<file path="src/rtl/proc_pipe.sv">
// Three-stage (decode / execute / write-back) datapath with a 2^AW-entry register file,
// valid/ready handshakes, back-pressure stall and write-back-to-execute forwarding.
// Optional feature: define PROC_PIPE_SAT_EN to make opcode 7 a saturating add (SATADD).
module proc_pipe #(
  parameter int DW = 8,
  parameter int AW = 3,
  localparam int IW = 4 + AW + 2 * DW
) (
  input  logic          clk,
  input  logic          rst,
  input  logic [IW-1:0] instr,
  input  logic          in_valid,
  output logic          in_ready,
  output logic [DW:0]   res,
  output logic          res_valid,
  input  logic          out_ready
);

  localparam int DEPTH = 1 << AW;

  typedef enum logic [3:0] {
    OP_AND   = 4'd0,
    OP_ADD   = 4'd1,
    OP_FETCH = 4'd2,
    OP_OR    = 4'd3,
    OP_XOR   = 4'd4,
    OP_SUB   = 4'd5,
    OP_ADDR  = 4'd6,
    OP_SAT   = 4'd7
  } op_e;

  logic [DW:0]   regs [DEPTH];

  // Decode-stage register
  logic          d_valid;
  logic [3:0]    d_op;
  logic [AW-1:0] d_dest;
  logic [DW-1:0] d_a;
  logic [DW-1:0] d_b;

  // Write-back stage: destination of the result currently held in res
  logic [AW-1:0] r_dest;

  logic          stall;
  logic          consume;
  logic [AW-1:0] ra;
  logic [AW-1:0] rb;
  logic [DW:0]   reg_a;
  logic [DW:0]   reg_b;
  logic [DW:0]   opa;
  logic [DW:0]   opb;
  logic [DW:0]   x_val;
  logic          x_has;
`ifdef PROC_PIPE_SAT_EN
  logic [DW:0]   sat_sum;
`endif

  assign stall    = res_valid && !out_ready;
  assign in_ready = !stall;
  assign consume  = res_valid && out_ready;

  assign ra  = d_a[AW-1:0];
  assign rb  = d_b[AW-1:0];
  assign opa = {1'b0, d_a};
  assign opb = {1'b0, d_b};

  // A result sitting in res has not been written yet, so register reads that hit
  // its destination must take it from res instead of the register file.
  always_comb begin
    reg_a = regs[ra];
    reg_b = regs[rb];
    if (res_valid && (r_dest == ra)) reg_a = res;
    if (res_valid && (r_dest == rb)) reg_b = res;
  end

  // NOTE: every output of this combinational block gets a default first, so no latch
  // is inferred for opcodes that produce no result.
  always_comb begin
    x_val = '0;
    x_has = 1'b0;
`ifdef PROC_PIPE_SAT_EN
    sat_sum = opa + opb;
`endif
    case (d_op)
      OP_AND:   begin x_val = opa & opb; x_has = 1'b1; end
      OP_ADD:   begin x_val = opa + opb; x_has = 1'b1; end
      OP_FETCH: begin x_val = reg_a;     x_has = 1'b1; end
      OP_OR:    begin x_val = opa | opb; x_has = 1'b1; end
      OP_XOR:   begin x_val = opa ^ opb; x_has = 1'b1; end
      OP_SUB:   begin x_val = opa - opb; x_has = 1'b1; end
      OP_ADDR: begin
        x_val = {1'b0, reg_a[DW-1:0]} + {1'b0, reg_b[DW-1:0]};
        x_has = 1'b1;
      end
`ifdef PROC_PIPE_SAT_EN
      OP_SAT: begin
        x_val = sat_sum[DW] ? '1 : sat_sum;
        x_has = 1'b1;
      end
`endif
      default: ;
    endcase
    x_has = x_has && d_valid;
  end

  // NOTE: sequential state is assigned with non-blocking (<=) so every register samples
  // the pre-edge values of the others, independent of statement order.
  always_ff @(posedge clk or posedge rst) begin
    if (rst) begin
      d_valid   <= 1'b0;
      d_op      <= '0;
      d_dest    <= '0;
      d_a       <= '0;
      d_b       <= '0;
      res       <= '0;
      res_valid <= 1'b0;
      r_dest    <= '0;
    end else if (!stall) begin
      d_valid   <= in_valid;
      if (in_valid) begin
        {d_op, d_dest, d_b, d_a} <= instr;
      end
      res_valid <= x_has;
      if (x_has) begin
        res    <= x_val;
        r_dest <= d_dest;
      end
    end
  end

  // NOTE: the register file is reset because software relies on it reading zero after
  // reset; this keeps it in flops rather than a RAM macro.
  always_ff @(posedge clk or posedge rst) begin
    if (rst) begin
      for (int i = 0; i < DEPTH; i++) regs[i] <= '0;
    end else if (consume) begin
      regs[r_dest] <= res;
    end
  end

endmodule

</file>
<file path="config.mk">
export PLATFORM = sky130hd
export DESIGN_NAME = proc_pipe
export DESIGN_NICKNAME = d
export VERILOG_FILES = /design/src/rtl/proc_pipe.sv
export SDC_FILE = /design/constraint.sdc
export NUM_CORES = 1
export LEC_CHECK = 0
export BUFFER_PORTS_ARGS = -buffer_cell sky130_fd_sc_hd__buf_4
export CELL_PAD_IN_SITES_DETAIL_PLACEMENT = 0
export CELL_PAD_IN_SITES_GLOBAL_PLACEMENT = 1
export CORE_ASPECT_RATIO = 1.4
export CORE_MARGIN = 3
export CORE_UTILIZATION = 50
export CTS_BUF_LIST = sky130_fd_sc_hd__clkbuf_4 sky130_fd_sc_hd__clkbuf_8
export DETAILED_ROUTE_END_ITERATION = 10
export PLACE_DENSITY = 0.78
export SYNTH_ARGS = -nofsm -noshare
export SYNTH_HDL_FRONTEND = slang
export SYNTH_SLANG_ARGS = --single-unit
</file>
<file path="constraint.sdc">
create_clock -name clk -period 4.55 [get_ports clk]
set_input_delay 1.1375 -clock clk [delete_from_list [all_inputs] [get_ports clk]]
set_output_delay 1.1375 -clock clk [all_outputs]
set_load 0.02 [all_outputs]
</file>
==> out/qor.csv <==
metric,value,unit
register-to-register setup slack,0.92,ns
Comb pwr share,0.509,
sw frac,0.418,
Final min period,3.63,ns
Final Slew Violations,0,
synth unique cells,66,
largest net degree at the start of global routing,85,
area of the core,13500,um2
initial DRC count,347,
PortBufs,37,
"Avg Cell Area, Syn",11.8,um2
worst hold path type,reg -> reg,
clock-pin slew on the worst setup and hold paths,0.11,ns
CP endpoint kind,flop,
Cells after DPL,784,
FMAX,276,MHz
Syn-to-layout area delta,9.50,%
Post-synth EDFFs,0,
first-pass GRT wire length,28300,um
total of max-cap violations,0,
worst skew pair latency,0.39,ns
CP Depth,13,
Via density,6.03,
Post-CTS Setup Bufs,0,
Die Area,15300,um2
Tightest Pin Transition,1.19,ns
"leading cell types in the layout, fill and taps excluded","109 x dfrtp_1, 100 x mux2_2, 49 x buf_4",
"most common cell after layout, fill and taps aside",dfrtp_1,
Max IR drop VDD,0.000233,V
Initial Util,0.516,
crit start category,flop,
crit path cell chain,xnor2_1 > nand4_1 > buf_4 > nor2_1 > a31oi_1 > ha_1 > inv_1 > fa_1 > o41ai_1 > a21oi_2 > o221ai_2 > nor3b_1 > nor4_2,
Static Leak,3.31,nW
fin nets,674,
layout cell share with drive strength beyond 1,0.343,
"Setup violations, final",0,
H-tree depth,3,
clock skew,0.0176,ns
fin util,0.565,
Die Wd,106,um
crit path capture,res[6],
buffer and inverter count on the worst path,2,
"Hold-fix buffers, CTS",0,
initial antenna violation count,0,
area of the multi-input gates,3950,um2
Pre-antenna DRT Iters,5,
clock power share,0.127,
Crit Path Max Fanout,14,
synthesis-stage register bit count,109,
Post-Layout Cell Count,800,
Post-CTS Resized,0,
# DRC,0,
P_int,2.96,mW
RSZ-0062 raised after global routing,false,
crit share post-route,0.797,
r2r endpoint,res[6],
PD cells,669,nW/um2
Async SR Flop Fraction,1.00,
DIE HEIGHT,145,um
Fillers,1197,
Most used DFF post-synth,dfrtp_1,
vias,4826,
status,"finished, final reports clean",
Critical-path top delay cell,dfrtp_1,
post-synthesis cell area,6940,um2
sequential power share,0.364,
P_sw,2.13,mW
Syn Nets,649,
vias in the first global route,5020,
crit path from,d_b[2],
Routed WL,17900,um
hpwl dp,13300,um
CP arrival,3.91,ns
root buffer cell,clkbuf_8,
Fin. Hold Viols,0,
R2R cell count,13,
clock sink count,109,
WP data required,4.83,ns
CTS tree,built,
Avg WL per Cell,22.4,um
Crit Path Category,reg -> reg,
GP Congestion,0.915,
reg-to-reg startpoint,d_b[2],
cell family with most CP delay,compound AO/OA/AOI/OAI gates,
Reg area,2730,um2
gr ovfl total,0,
setup_tns,0,ns
CP max stage delay,0.70,ns
Total GRT Usage,0.240,
YS warnings,0,
clock tree buffer depth,2,
Max-slew headroom,0.201,
num ports,38,
"Seq/Total Area, Yosys",0.393,
Pwr Total,5.08,mW
Ant. Diodes,0,
cell count after synthesis,588,
post-route ant nets,0,
CTS buffer count,9,
Rows,50,
hold_ws,0.512,ns
[worst reg2reg max path, cell delays in order (launching register included)]
cell      delay [ns]
dfrtp_1         0.70
xnor2_1         0.17
nand4_1         0.38
buf_4           0.24
nor2_1          0.05
a31oi_1         0.16
ha_1            0.19
inv_1           0.05
fa_1            0.43
o41ai_1         0.47
a21oi_2         0.11
o221ai_2        0.25
nor3b_1         0.10
nor4_2          0.24
[state kept, by name, indices dropped and copies added (netlist names)]
register,count
d_op,4
res,9
d_b,8
d_dest,3
r_dest,3
regs,72
res_valid,1
d_valid,1
d_a,8
[routing by layer]
layer | up-vias | part of all wire | track usage
li1 | 2207 | - | -
met1 | 2459 | 0.40 | 0.302
met2 | 129 | 0.53 | 0.414
met3 | 31 | 0.031 | 0.0275
met4 | 0 | 0.036 | 0.110
met5 | - | 0 | 0
[power by group through the flow]
| stage | Combinational [mW] | Sequential (mW) | Clock, mW |
|---|---|---|---|
| 3_5_place_dp | 2.58 | 1.86 | 0 |
| 5_1_grt | 2.81 | 1.91 | 0.708 |
| 3_3_place_gp | 2.54 | 1.82 | 0 |
| 6_report | 2.59 | 1.85 | 0.645 |
| 4_1_cts | 2.59 | 1.84 | 0.666 |
| 2_1_floorplan | 2.08 | 1.63 | 0 |
[cells by family (layout without fill, tap and decap cells)]
group,count (synthesis),after routing,share of synthesized area
multiplexers,160,160,0.317
flip-flops,109,109,0.393
XOR/XNOR,20,20,0.0263
AND/OR/NAND/NOR,120,120,0.0826
adder cells (fa/ha/maj),34,34,0.0635
AO/OA/AOI/OAI,81,81,0.0797
buffers and inverters,64,94,0.0379
[worst min path at each step]
stage,startpoint,to,slack [ns],cells past startpoint
2_1_floorplan,regs[29],regs[29],0.46,2
3_3_place_gp,regs[71],regs[71],0.48,1
5_1_grt,d_dest[1],r_dest[1],0.53,1
6_report,regs[17],regs[17],0.51,1
4_1_cts,regs[17],regs[17],0.52,1
3_5_place_dp,d_dest[2],d_dest[2],0.49,1
[Yosys cell counts (all sizes together), types with 4 or more instances]
cell	n	area (um2)
a221oi	5	43.8
a31oi	7	43.8
mux4	33	754
nor2	39	146
mux2i	23	259
nor2b	5	31.3
inv	28	105
clkbuf	24	90.1
nand2	38	143
mux2	104	1190
or3	5	31.3
o221ai	4	41.3
buf	11	63.8
nor3	5	25.0
nand2b	5	31.3
a21oi	23	119
ha	32	400
dfrtp	109	2730
o21ai	17	85.1
xnor2	17	156
nand3	7	35.0
[per-stage QoR]
step | cell area (um2) | setup slack (ns)
3_5_place_dp | 7380 | 0.969
6_report | 7600 | 0.922
5_1_grt | 7600 | 0.664
3_3_place_gp | 7380 | 1.06
4_1_cts | 7600 | 0.909
2_1_floorplan | 6940 | 0.539
[cell type report]
class                      instances  area share
clock inverter                     6      0.0102
sequential                       109       0.359
timing repair buffer              49      0.0484
multi-input combinational        415       0.520
clock buffer                      10      0.0181
inverter                          29      0.0147
tap                              182      0.0300
No activity file was read; power rests on OpenSTA's default activity.
